### src/rtl/dm_target_selector_pkg.sv
// Shared types and constants for the mobile-side handover decision stage.
//   bs_id_t    : base-station index / target code (Bs1=0, Bs2=1, Bs3=2, BsNone=3)
//   dm_state_t : decision FSM states
//   SqThresh   : quality threshold also used by the base-station FSMs
//   lowest_req : picks the lowest-indexed asserted request bit
package dm_target_selector_pkg;

  typedef enum logic [1:0] {
    Bs1    = 2'd0,
    Bs2    = 2'd1,
    Bs3    = 2'd2,
    BsNone = 2'd3
  } bs_id_t;

  typedef enum logic [1:0] {
    StIdle,
    StEval,
    StReport,
    StHold
  } dm_state_t;

  localparam int unsigned SqThresh = 50;
  localparam int unsigned NumBs    = 3;

  function automatic bs_id_t lowest_req(input logic [2:0] req);
    bs_id_t id;
    id = BsNone;
    if (req[0]) begin
      id = Bs1;
    end else if (req[1]) begin
      id = Bs2;
    end else if (req[2]) begin
      id = Bs3;
    end
    return id;
  endfunction

endpackage

### src/rtl/dm_target_selector_if.sv
// Bus between the radio front end / base stations and the DM target selector.
//   master : drives RSSI samples and base-station DM requests, observes DM outputs
//   slave  : the selector; receives samples/requests, drives per-BS quality/target,
//            busy flag and handover count
interface dm_target_selector_if #(
  parameter int unsigned SqW = 7
);

  logic           rssi_valid;
  logic [SqW-1:0] rssi_bs1;
  logic [SqW-1:0] rssi_bs2;
  logic [SqW-1:0] rssi_bs3;
  logic [2:0]     bs_request;    // {BS3, BS2, BS1} DM requests

  logic [SqW-1:0] DM_BS1_sq;
  logic [SqW-1:0] DM_BS2_sq;
  logic [SqW-1:0] DM_BS3_sq;
  logic [1:0]     DM_BS1_target;
  logic [1:0]     DM_BS2_target;
  logic [1:0]     DM_BS3_target;
  logic           dm_busy;
  logic [7:0]     ho_count;

  modport master (
    output rssi_valid, rssi_bs1, rssi_bs2, rssi_bs3, bs_request,
    input  DM_BS1_sq, DM_BS2_sq, DM_BS3_sq,
    input  DM_BS1_target, DM_BS2_target, DM_BS3_target,
    input  dm_busy, ho_count
  );

  modport slave (
    input  rssi_valid, rssi_bs1, rssi_bs2, rssi_bs3, bs_request,
    output DM_BS1_sq, DM_BS2_sq, DM_BS3_sq,
    output DM_BS1_target, DM_BS2_target, DM_BS3_target,
    output dm_busy, ho_count
  );

endinterface

### src/rtl/dm_target_selector_sq_averager.sv
// Block averager for one base station's RSSI stream.
//   clk, reset : clock, synchronous active-high reset
//   rssi_valid : sample present this cycle
//   sample     : raw RSSI sample
//   sq         : averaged quality (all ones until the first block completes)
//   avg_upd    : one-cycle pulse in the cycle sq takes a new value
// Every instance sees the same rssi_valid, so their sample counters stay in lockstep.
module dm_target_selector_sq_averager #(
  parameter int unsigned SqW     = 7,
  parameter int unsigned AvgLog2 = 2
) (
  input  logic           clk,
  input  logic           reset,
  input  logic           rssi_valid,
  input  logic [SqW-1:0] sample,
  output logic [SqW-1:0] sq,
  output logic           avg_upd
);

  localparam int unsigned AccW = SqW + AvgLog2;

  logic [AccW-1:0]    acc_q, acc_d, sum;
  logic [AvgLog2-1:0] cnt_q, cnt_d;
  logic [SqW-1:0]     sq_q, sq_d;
  logic               upd_q, upd_d;

  assign sum = acc_q + AccW'(sample);

  always_comb begin
    acc_d = acc_q;
    cnt_d = cnt_q;
    sq_d  = sq_q;
    upd_d = 1'b0;
    if (rssi_valid) begin
      cnt_d = cnt_q + AvgLog2'(1);
      if (&cnt_q) begin
        // Last sample of the block: fold it in directly and restart.
        sq_d  = SqW'(sum >> AvgLog2);
        acc_d = '0;
        upd_d = 1'b1;
      end else begin
        acc_d = sum;
      end
    end
  end

  always_ff @(posedge clk) begin
    if (reset) begin
      acc_q <= '0;
      cnt_q <= '0;
      sq_q  <= '1;
      upd_q <= 1'b0;
    end else begin
      acc_q <= acc_d;
      cnt_q <= cnt_d;
      sq_q  <= sq_d;
      upd_q <= upd_d;
    end
  end

  assign sq      = sq_q;
  assign avg_upd = upd_q;

endmodule

### src/rtl/dm_target_selector.sv
// Mobile-side measurement and handover-decision stage.
//   clk, reset : clock, synchronous active-high reset
//   bus        : slave side of dm_target_selector_if (RSSI in, requests in, per-BS quality and
//                target codes out, dm_busy, saturating handover count)
// A serving BS raises its request; once averaged quality exists the FSM latches the lowest
// requester, picks the best BS with hysteresis and drives the chosen code on that BS's target
// until the request drops (or times out), then holds it a few cycles before resting again.
module dm_target_selector
  import dm_target_selector_pkg::*;
#(
  parameter int unsigned SqW        = 7,
  parameter int unsigned AvgLog2    = 2,
  parameter int unsigned Hyst       = 5,
  parameter int unsigned ReqTimeout = 16,
  parameter int unsigned HoldCyc    = 2
) (
  input logic                  clk,
  input logic                  reset,
  dm_target_selector_if.slave  bus
);

  localparam int unsigned TmoW  = (ReqTimeout > 1) ? $clog2(ReqTimeout) : 1;
  localparam int unsigned HoldW = (HoldCyc > 1) ? $clog2(HoldCyc) : 1;

  logic [SqW-1:0] sq  [NumBs];
  logic [SqW-1:0] smp [NumBs];
  logic [NumBs-1:0] upd;
  logic any_upd;

  assign smp[0] = bus.rssi_bs1;
  assign smp[1] = bus.rssi_bs2;
  assign smp[2] = bus.rssi_bs3;

  for (genvar k = 0; k < NumBs; k++) begin : g_avg
    dm_target_selector_sq_averager #(
      .SqW     (SqW),
      .AvgLog2 (AvgLog2)
    ) u_avg (
      .clk        (clk),
      .reset      (reset),
      .rssi_valid (bus.rssi_valid),
      .sample     (smp[k]),
      .sq         (sq[k]),
      .avg_upd    (upd[k])
    );
  end

  assign any_upd = |upd;

  dm_state_t         state_q, state_d;
  bs_id_t            req_id_q, req_id_d;
  bs_id_t            tgt_q, tgt_d;
  logic [TmoW-1:0]   tmo_q, tmo_d;
  logic [HoldW-1:0]  hold_q, hold_d;
  logic [7:0]        ho_q, ho_d;
  logic              avg_ready_q, avg_ready_d;
  logic              avg_ready;

  // Quality becomes usable in the same cycle the first average appears.
  assign avg_ready = avg_ready_q | any_upd;

  // Requester's quality and request line.
  logic [SqW-1:0] sq_req;
  logic           req_live;

  always_comb begin
    sq_req   = sq[0];
    req_live = bus.bs_request[0];
    unique case (req_id_q)
      Bs2: begin
        sq_req   = sq[1];
        req_live = bus.bs_request[1];
      end
      Bs3: begin
        sq_req   = sq[2];
        req_live = bus.bs_request[2];
      end
      default: begin
        sq_req   = sq[0];
        req_live = bus.bs_request[0];
      end
    endcase
  end

  // Argmax over registered quality; strict '>' keeps ties on the lower index.
  bs_id_t         best;
  logic [SqW-1:0] best_sq;
  logic [SqW:0]   req_plus_hyst;
  bs_id_t         eval_tgt;

  always_comb begin
    best    = Bs1;
    best_sq = sq[0];
    if (sq[1] > best_sq) begin
      best    = Bs2;
      best_sq = sq[1];
    end
    if (sq[2] > best_sq) begin
      best    = Bs3;
      best_sq = sq[2];
    end
    // One extra bit so requester quality plus margin cannot wrap.
    req_plus_hyst = {1'b0, sq_req} + (SqW + 1)'(Hyst);
    if ((best != req_id_q) && ({1'b0, best_sq} >= req_plus_hyst)) begin
      eval_tgt = best;
    end else begin
      eval_tgt = req_id_q;
    end
  end

  always_comb begin
    state_d     = state_q;
    req_id_d    = req_id_q;
    tgt_d       = tgt_q;
    tmo_d       = tmo_q;
    hold_d      = hold_q;
    ho_d        = ho_q;
    avg_ready_d = avg_ready_q | any_upd;
    unique case (state_q)
      StIdle: begin
        if ((|bus.bs_request) && avg_ready) begin
          req_id_d = lowest_req(bus.bs_request);
          state_d  = StEval;
        end
      end
      StEval: begin
        tgt_d   = eval_tgt;
        tmo_d   = '0;
        state_d = StReport;
      end
      StReport: begin
        tmo_d = tmo_q + TmoW'(1);
        if (tgt_q == req_id_q) begin
          // Staying put: re-decide on fresh quality, stop when the BS lets go.
          if (!req_live) begin
            state_d = StIdle;
          end else if (any_upd) begin
            state_d = StEval;
          end
        end else if (!req_live || (tmo_q == TmoW'(ReqTimeout - 1))) begin
          state_d = StHold;
          hold_d  = '0;
          if (ho_q != 8'hFF) begin
            ho_d = ho_q + 8'd1;
          end
        end
      end
      StHold: begin
        hold_d = hold_q + HoldW'(1);
        if (hold_q == HoldW'(HoldCyc - 1)) begin
          state_d = StIdle;
        end
      end
      default: state_d = StIdle;
    endcase
  end

  always_ff @(posedge clk) begin
    if (reset) begin
      state_q     <= StIdle;
      req_id_q    <= Bs1;
      tgt_q       <= Bs1;
      tmo_q       <= '0;
      hold_q      <= '0;
      ho_q        <= '0;
      avg_ready_q <= 1'b0;
    end else begin
      state_q     <= state_d;
      req_id_q    <= req_id_d;
      tgt_q       <= tgt_d;
      tmo_q       <= tmo_d;
      hold_q      <= hold_d;
      ho_q        <= ho_d;
      avg_ready_q <= avg_ready_d;
    end
  end

  // Each target rests at its own index; only the latched requester sees tgt.
  bs_id_t t1, t2, t3;

  always_comb begin
    t1 = Bs1;
    t2 = Bs2;
    t3 = Bs3;
    if ((state_q == StReport) || (state_q == StHold)) begin
      unique case (req_id_q)
        Bs2:     t2 = tgt_q;
        Bs3:     t3 = tgt_q;
        default: t1 = tgt_q;
      endcase
    end
  end

  assign bus.DM_BS1_sq     = sq[0];
  assign bus.DM_BS2_sq     = sq[1];
  assign bus.DM_BS3_sq     = sq[2];
  assign bus.DM_BS1_target = t1;
  assign bus.DM_BS2_target = t2;
  assign bus.DM_BS3_target = t3;
  assign bus.dm_busy       = (state_q != StIdle);
  assign bus.ho_count      = ho_q;

endmodule

### src/flat_wrapper.sv
// flat-port wrapper written by rule: the top's interface ports become plain ports
module dm_target_selector_flat import dm_target_selector_pkg::*;
#(
  parameter int unsigned SqW        = 7,
  parameter int unsigned AvgLog2    = 2,
  parameter int unsigned Hyst       = 5,
  parameter int unsigned ReqTimeout = 16,
  parameter int unsigned HoldCyc    = 2
)
  (clk, reset, bus_rssi_valid, bus_rssi_bs1, bus_rssi_bs2, bus_rssi_bs3, bus_bs_request, bus_DM_BS1_sq, bus_DM_BS2_sq, bus_DM_BS3_sq, bus_DM_BS1_target, bus_DM_BS2_target, bus_DM_BS3_target, bus_dm_busy, bus_ho_count);
  dm_target_selector_if #(.SqW(SqW)) bus_i ();
  input logic clk;
  input logic reset;
  input wire logic [$bits(bus_i.rssi_valid)-1:0] bus_rssi_valid;
  input wire logic [$bits(bus_i.rssi_bs1)-1:0] bus_rssi_bs1;
  input wire logic [$bits(bus_i.rssi_bs2)-1:0] bus_rssi_bs2;
  input wire logic [$bits(bus_i.rssi_bs3)-1:0] bus_rssi_bs3;
  input wire logic [$bits(bus_i.bs_request)-1:0] bus_bs_request;
  output wire logic [$bits(bus_i.DM_BS1_sq)-1:0] bus_DM_BS1_sq;
  output wire logic [$bits(bus_i.DM_BS2_sq)-1:0] bus_DM_BS2_sq;
  output wire logic [$bits(bus_i.DM_BS3_sq)-1:0] bus_DM_BS3_sq;
  output wire logic [$bits(bus_i.DM_BS1_target)-1:0] bus_DM_BS1_target;
  output wire logic [$bits(bus_i.DM_BS2_target)-1:0] bus_DM_BS2_target;
  output wire logic [$bits(bus_i.DM_BS3_target)-1:0] bus_DM_BS3_target;
  output wire logic [$bits(bus_i.dm_busy)-1:0] bus_dm_busy;
  output wire logic [$bits(bus_i.ho_count)-1:0] bus_ho_count;
  assign bus_i.rssi_valid = bus_rssi_valid;
  assign bus_i.rssi_bs1 = bus_rssi_bs1;
  assign bus_i.rssi_bs2 = bus_rssi_bs2;
  assign bus_i.rssi_bs3 = bus_rssi_bs3;
  assign bus_i.bs_request = bus_bs_request;
  assign bus_DM_BS1_sq = bus_i.DM_BS1_sq;
  assign bus_DM_BS2_sq = bus_i.DM_BS2_sq;
  assign bus_DM_BS3_sq = bus_i.DM_BS3_sq;
  assign bus_DM_BS1_target = bus_i.DM_BS1_target;
  assign bus_DM_BS2_target = bus_i.DM_BS2_target;
  assign bus_DM_BS3_target = bus_i.DM_BS3_target;
  assign bus_dm_busy = bus_i.dm_busy;
  assign bus_ho_count = bus_i.ho_count;
  dm_target_selector #(.SqW(SqW), .AvgLog2(AvgLog2), .Hyst(Hyst), .ReqTimeout(ReqTimeout), .HoldCyc(HoldCyc)) u_core (.clk(clk), .reset(reset), .bus(bus_i));
endmodule
### config.mk
export PLATFORM = sky130hd
export DESIGN_NAME = dm_target_selector_flat
export DESIGN_NICKNAME = d
export VERILOG_FILES = /design/src/rtl/dm_target_selector_pkg.sv /design/src/rtl/dm_target_selector_if.sv /design/src/rtl/dm_target_selector_sq_averager.sv /design/src/rtl/dm_target_selector.sv /design/src/flat_wrapper.sv
export SDC_FILE = /design/constraint.sdc
export NUM_CORES = 1
export LEC_CHECK = 0
export ABC_AREA = 1
export BUFFER_PORTS_ARGS = -buffer_cell sky130_fd_sc_hd__buf_2
export CELL_PAD_IN_SITES_DETAIL_PLACEMENT = 1
export CELL_PAD_IN_SITES_GLOBAL_PLACEMENT = 2
export CORE_AREA = 8 8 133 135
export DETAILED_ROUTE_END_ITERATION = 16
export DIE_AREA = 0 0 141 143
export PLACE_DENSITY_LB_ADDON = 0.1
export SYNTH_ARGS = -nofsm -noshare
export SYNTH_HDL_FRONTEND = slang
export SYNTH_SLANG_ARGS = --single-unit
export TNS_END_PERCENT = 30
### constraint.sdc
create_clock -name clk -period 4.55 [get_ports clk]
set_clock_uncertainty 0.2 [all_clocks]
set_input_delay 0.91 -clock clk [delete_from_list [all_inputs] [get_ports clk]]
set_output_delay 0.91 -clock clk [all_outputs]
set_load 0.05 [all_outputs]
* Yosys cells after proc, flatten, opt, wreduce, memory -nomap -nowiden
Index checks and enable logic that the tools add are counted.
** Word-level totals
- Register bits :: 77
- Output and inout bits :: 36
- Word-level logic and storage cells :: 106
** Operators by class
- Equality and inequality tests :: 15
- Bitwise logic cells :: 3
- Order comparisons :: 3
- Multiplexer cells :: 33
- Reductions and logical operators :: 23
- $add $sub $neg :: 10
** Operators with widths (count)
- $mux W2 :: 16
- $add A9 B7 Y9 :: 3
- $mux W9 :: 3
- $gt A7 B7 Y1 :: 2
- $mux W7 :: 2
- $pmux W7 S2 :: 1
- $reduce_and A3 Y1 :: 4
- $add A7 B3 Y8 const B :: 1
- $add A8 B1 Y8 const B :: 1
- $ge A7 B8 Y1 :: 1
- $ne A8 B8 Y1 const B :: 1
- $pmux W2 S4 :: 1
- $pmux W4 S2 :: 1
- $reduce_and A2 Y1 :: 4
- $reduce_and A4 Y1 :: 2
- $mux W1 :: 7
- $add A2 B1 Y2 const B :: 3
- $eq A2 B2 Y1 const B :: 3
- $ne A2 B1 Y1 const B :: 3
- $reduce_bool A2 Y1 :: 3
- $reduce_or A3 Y1 :: 2
- $add A4 B1 Y4 const B :: 1
- $eq A2 B1 Y1 const B :: 2
- $eq A4 B4 Y1 const B :: 1
- other kinds (14) :: 19

* Longest topological paths before layout
- Depth in word-level cells :: 7
- Depth in mapped cells :: 37

* Modules after synthesis
From an unflattened synthesis, not the netlist that was laid out.
** Second synthesis, totals
- Cell total of the unflattened synthesis :: 781
- Area, all modules :: 5465.2 um2
** By module, submodules not included
- dm_target_selector_sq_averager :: instances 3, cells each 147, area an instance 1083.5 um2, seq. area each 380.4 um2
- dm_target_selector :: instances 1, cells each 340, area an instance 2214.6 um2, seq. area each 400.4 um2

* Worst setup path after synthesis
No wires, ideal clock.
- Path kind :: flip-flop to flip-flop
- Start :: reg u_core.g_avg[0].u_avg.sq_q[6]
- End :: reg u_core.tgt_q[0]
- Slack :: 0.203 ns
- Arrival time :: 4.014 ns
- Clock period less this slack :: 4.347 ns
- Library setup time :: 0.132 ns
- Path buffers :: 2
- Data required time :: 4.218 ns
- Cell stages (with the launch flop) :: 38
- Cells stage by stage :: dfxtp_1 -> inv_1 -> ha_1 -> nand2_1 -> nor2_1 -> nand2_1 -> a21oi_1 -> inv_1 -> buf_2 -> nand2_1 -> o21ai_1 -> ha_1 -> nand2_1 -> nor2_1 -> nand2_1 -> nand2_2 -> nand2_2 -> inv_1 -> [2 not listed] -> o21ai_0 -> ha_1 -> inv_1 -> nand2_1 -> nand2_1 -> nand2_1 -> nand2_1 -> nand2_1 -> nand2_1 -> nand2_1 -> nand2_1 -> nand2_1 -> nand2_1 -> nand2_1 -> nand3_1 -> nand2_1 -> nand3_1 -> a21oi_1
** On the way
- Longest elaborated chain between the ends :: 7
- Elaborated cells on any way between the ends :: 12
** RTL lines
- start: declaration :: RTL line dm_target_selector_sq_averager.sv:24 : logic [SqW-1:0] sq_q, sq_d;
- start signal: assignment :: RTL line dm_target_selector_sq_averager.sv:56 : sq_q <= sq_d;
- $gt A7 B7 Y1 :: RTL line dm_target_selector.sv:94 : if (sq[1] > best_sq) begin
- $mux W7 :: RTL line dm_target_selector.sv:94
- $gt A7 B7 Y1 :: RTL line dm_target_selector.sv:98 : if (sq[2] > best_sq) begin
- $mux W7 / $mux W2 (equally long branches) :: RTL line dm_target_selector.sv:98
- $ge A7 B8 Y1 / $ne A2 B2 Y1 (equally long branches) :: RTL line dm_target_selector.sv:104 : if ((best != req_id_q) && ({1'b0, best_sq} >= req_plus_hyst)) begin
- $logic_and A1 B1 Y1 :: RTL line dm_target_selector.sv:104
- $mux W2 * :: RTL line dm_target_selector.sv:104
- end signal: assignment :: RTL line dm_target_selector.sv:162 : tgt_q <= Bs1;
- end signal: assignment :: RTL line dm_target_selector.sv:170 : tgt_q <= tgt_d;
- end: declaration :: RTL line dm_target_selector.sv:52 : bs_id_t tgt_q, tgt_d;
Mark *: on every way between the ends. The rest lies on a longest branch, timed or not.
A chain may end at the register's enable or synchronous reset.

* Final worst setup path
- Start :: reg u_core.g_avg[0].u_avg.sq_q[5]
- End :: reg u_core.tgt_q[0]
Same word-level chain as after synthesis.

==> metrics <==
status=complete, no violations; leakage power=0.002721 µW; Synth area leader=dfxtp_1; largest net degree at the start of global routing=51; Hold Crit Class=flop to flop; Post-Syn Instances=715; CP startpoint kind=flop; Syn-to-layout area delta=18.64%; first-pass iteration count of the detailed router=4; cts hold-fix bufs=0; Seq/Total Area, Yosys=30.53%; H-tree levels=3; Tot Pwr=2475 µW; clk_lat worst skew=340 ps; GRT Util Overall=16.07%; Slew HR=49.36%; antenna violations before repair=0; Synth warnings=0; post-DP HPWL=around 12,000 µm; pwr dens=between 400 and 500 nW/µm²; number of synthesized flops with an enable pin=0; CTS tree=built; Arr. time, crit path=4130 ps; Routed Antenna Nets=0; I/O pins=between 60 and 70; die width=between 100 and 150 µm; IO Port Bufs=62; initial core utilization=32.37%; global-route wire length before repair=25,900 µm; DRT iter0 DRCs=181; drt via density=4.791; # diodes=0; total die area=20,160 µm²; fin crit share=90.76%; Post-synth top cells=177 x nand2_1, 85 x a21oi_1, 83 x inv_1; reg2reg path depth=28; Vias=4,834; Period minus WS final=4130 ps; setup ws final=about 420 ps; wire per inst=15.31 µm; final wirelength=between 15,000 and 20,000 µm; CP required=around 4600 ps; Setup-failing EPs final=0; hold path depth=2; Clock Tree Buf Depth=2; Primary FF master, synth=dfxtp_1; top fanout value on the critical path=12; max cap viols=0; largest cells by area after synthesis=dfxtp_1 31%, ha_1 13%, nand2_1 13%, a21oi_1 8.4%, inv_1 6.2%; Die Height=143 µm; Crit Path Class=flop to flop; pre-CTS setup slack=15.19 ps; share of post-route cells with drive strength above 1=17.02%; Avg Inst Size Synth=7.061 µm²; Hold Vio Cnt, Final=0; CP dominant cell by count=nand2_1; core region area=approximately 16,000 µm²; Clock Root Buffer=clkbuf_16; CP max stage cell=dfxtp_1; vias in the first global route=5,156; post-synth net total=799; Syn Std Cell Area=5049 µm²; Worst-Margin Slew=758.8 ps; slowest cell delay on critical path=350 ps; TritonCTS Sinks=77; number of synthesized register bits=77; Setup crit end kind=flop; final-stage net count=872; DRC Markers=0; FP Rows=46; Synth top area share=30.53%; routability cong.=approximately 0.83; Num CTS Buffers=9; top-count cell post-synth=nand2_1; Final Max Slew Viols=0; share of flip-flops with an asynchronous set or reset=0%; Yosys cell types=39; global route overflow=0; Peak VDD IR=approximately 0.00016 V; Achievable Freq=242.1 MHz; clock-pin slew on the worst setup and hold paths=60 ps
-- timing repair --
action | CTS | global route
gates resized for setup | 0 | 10
setup buffers | 0 | 6
endpoints found under the setup margin | 0 | 2
-- layer usage --
metal / vias up / share of wire (%) / global-route usage [%]
met5: - / 0 / 0
met4: 0 / 0.95 / 4.921
met3: 11 / 2.8 / 3.472
met2: 46 / 48 / 27.35
met1: 2275 / 48 / 19.90
li1: 2502 / - / -
-- kinds of logic (layout without fill, tap and decap cells) --
family	after synthesis	in the layout	synth area share, %
flops	77	77	30.53
simple gates	305	305	26.87
xor+xnor	18	18	3.123
buf+inv	109	187	8.997
compound gates	149	149	15.91
fa+ha+maj	57	57	14.57
-- cell usage in the layout (no fill, tap or decap), types with 4 or more instances in the layout --
master	count
nor2_1	37
nor3_1	11
o211ai_1	6
nand4_1	6
o21ai_1	14
buf_2	62
clkbuf_16	9
ha_1	54
nand3_2	4
nand2_1	177
a21oi_1	83
a21oi_2	5
nand2_2	7
buf_4	16
nand3_1	43
xor2_1	17
inv_2	7
dfxtp_1	76
nand3b_1	8
inv_1	81
o21ai_0	31
-- power breakdown --
part / leakage, µW / switching, µW / total (µW) / internal (µW)
registers: 0.000628 / 38.4 / 760 / 722
logic: 0.00195 / 600 / 953 / 353
clock network: 0.000148 / 306 / 761 / 455
-- final cells by class --
type / instances / area [µm²]
clock buffers: 11 / 252.7
clock inverters: 5 / 58.81
fillers: 1954 / 9608
inverters: 92 / 351.6
multi-input cells: 529 / 3078
flip-flops and latches: 77 / 1543
well taps: 216 / 270.3
repair buffers: 78 / 430.4
repair inverters: 1 / 5.005
-- critical path, delay by kind of cell (launching register included) --
family                   cells  cell delay (ps)
buffers and inverters        5              500
flip-flops                   1              350
AND/OR/NAND/NOR             16             1470
adder cells (fa/ha/maj)      3              890
AO/OA/AOI/OAI                4              600
-- registers in the layout (all words and copies together) (netlist names) --
| register | count |
|---|---|
| u_core.g_avg.u_avg.acc_q | 27 |
| u_core.tmo_q | 4 |
| u_core.g_avg.u_avg.avg_upd | 3 |
| u_core.state_q | 2 |
| u_core.avg_ready_q | 1 |
| u_core.g_avg.u_avg.cnt_q | 6 |
| u_core.tgt_q | 2 |
| u_core.bus.ho_count | 8 |
| u_core.hold_q | 1 |
| u_core.req_id_q | 2 |
| u_core.g_avg.u_avg.sq | 21 |
-- path summary, 6_finish.rpt --
kind,from,to,slack (ps)
hold reg to reg,u_core.hold_q,u_core.hold_q,250
hold / removal,u_core.hold_q,u_core.hold_q,250
setup reg to reg,u_core.g_avg[0].u_avg.sq[5],u_core.tgt_q[0],420
setup / recovery,u_core.g_avg[0].u_avg.sq[5],u_core.tgt_q[0],420
-- per-stage QoR --
stage / setup TNS [ps] / cells / util, % / hold WS (ps) / cell area, µm²
2_1_floorplan: 0 / 715 / - / 223.4 / 5049
3_3_place_gp: 0 / 986 / 35.87 / 234.0 / 5595
3_5_place_dp: 0 / 986 / 35.87 / 243.6 / 5595
4_1_cts: 0 / 1002 / 37.87 / 255.2 / 5907
5_1_grt: -7.430 / 1009 / 38.40 / 287.9 / 5989
6_report: 0 / 1009 / 38.40 / 252.0 / 5989
Note: power is estimated with default switching activity, not from simulation.
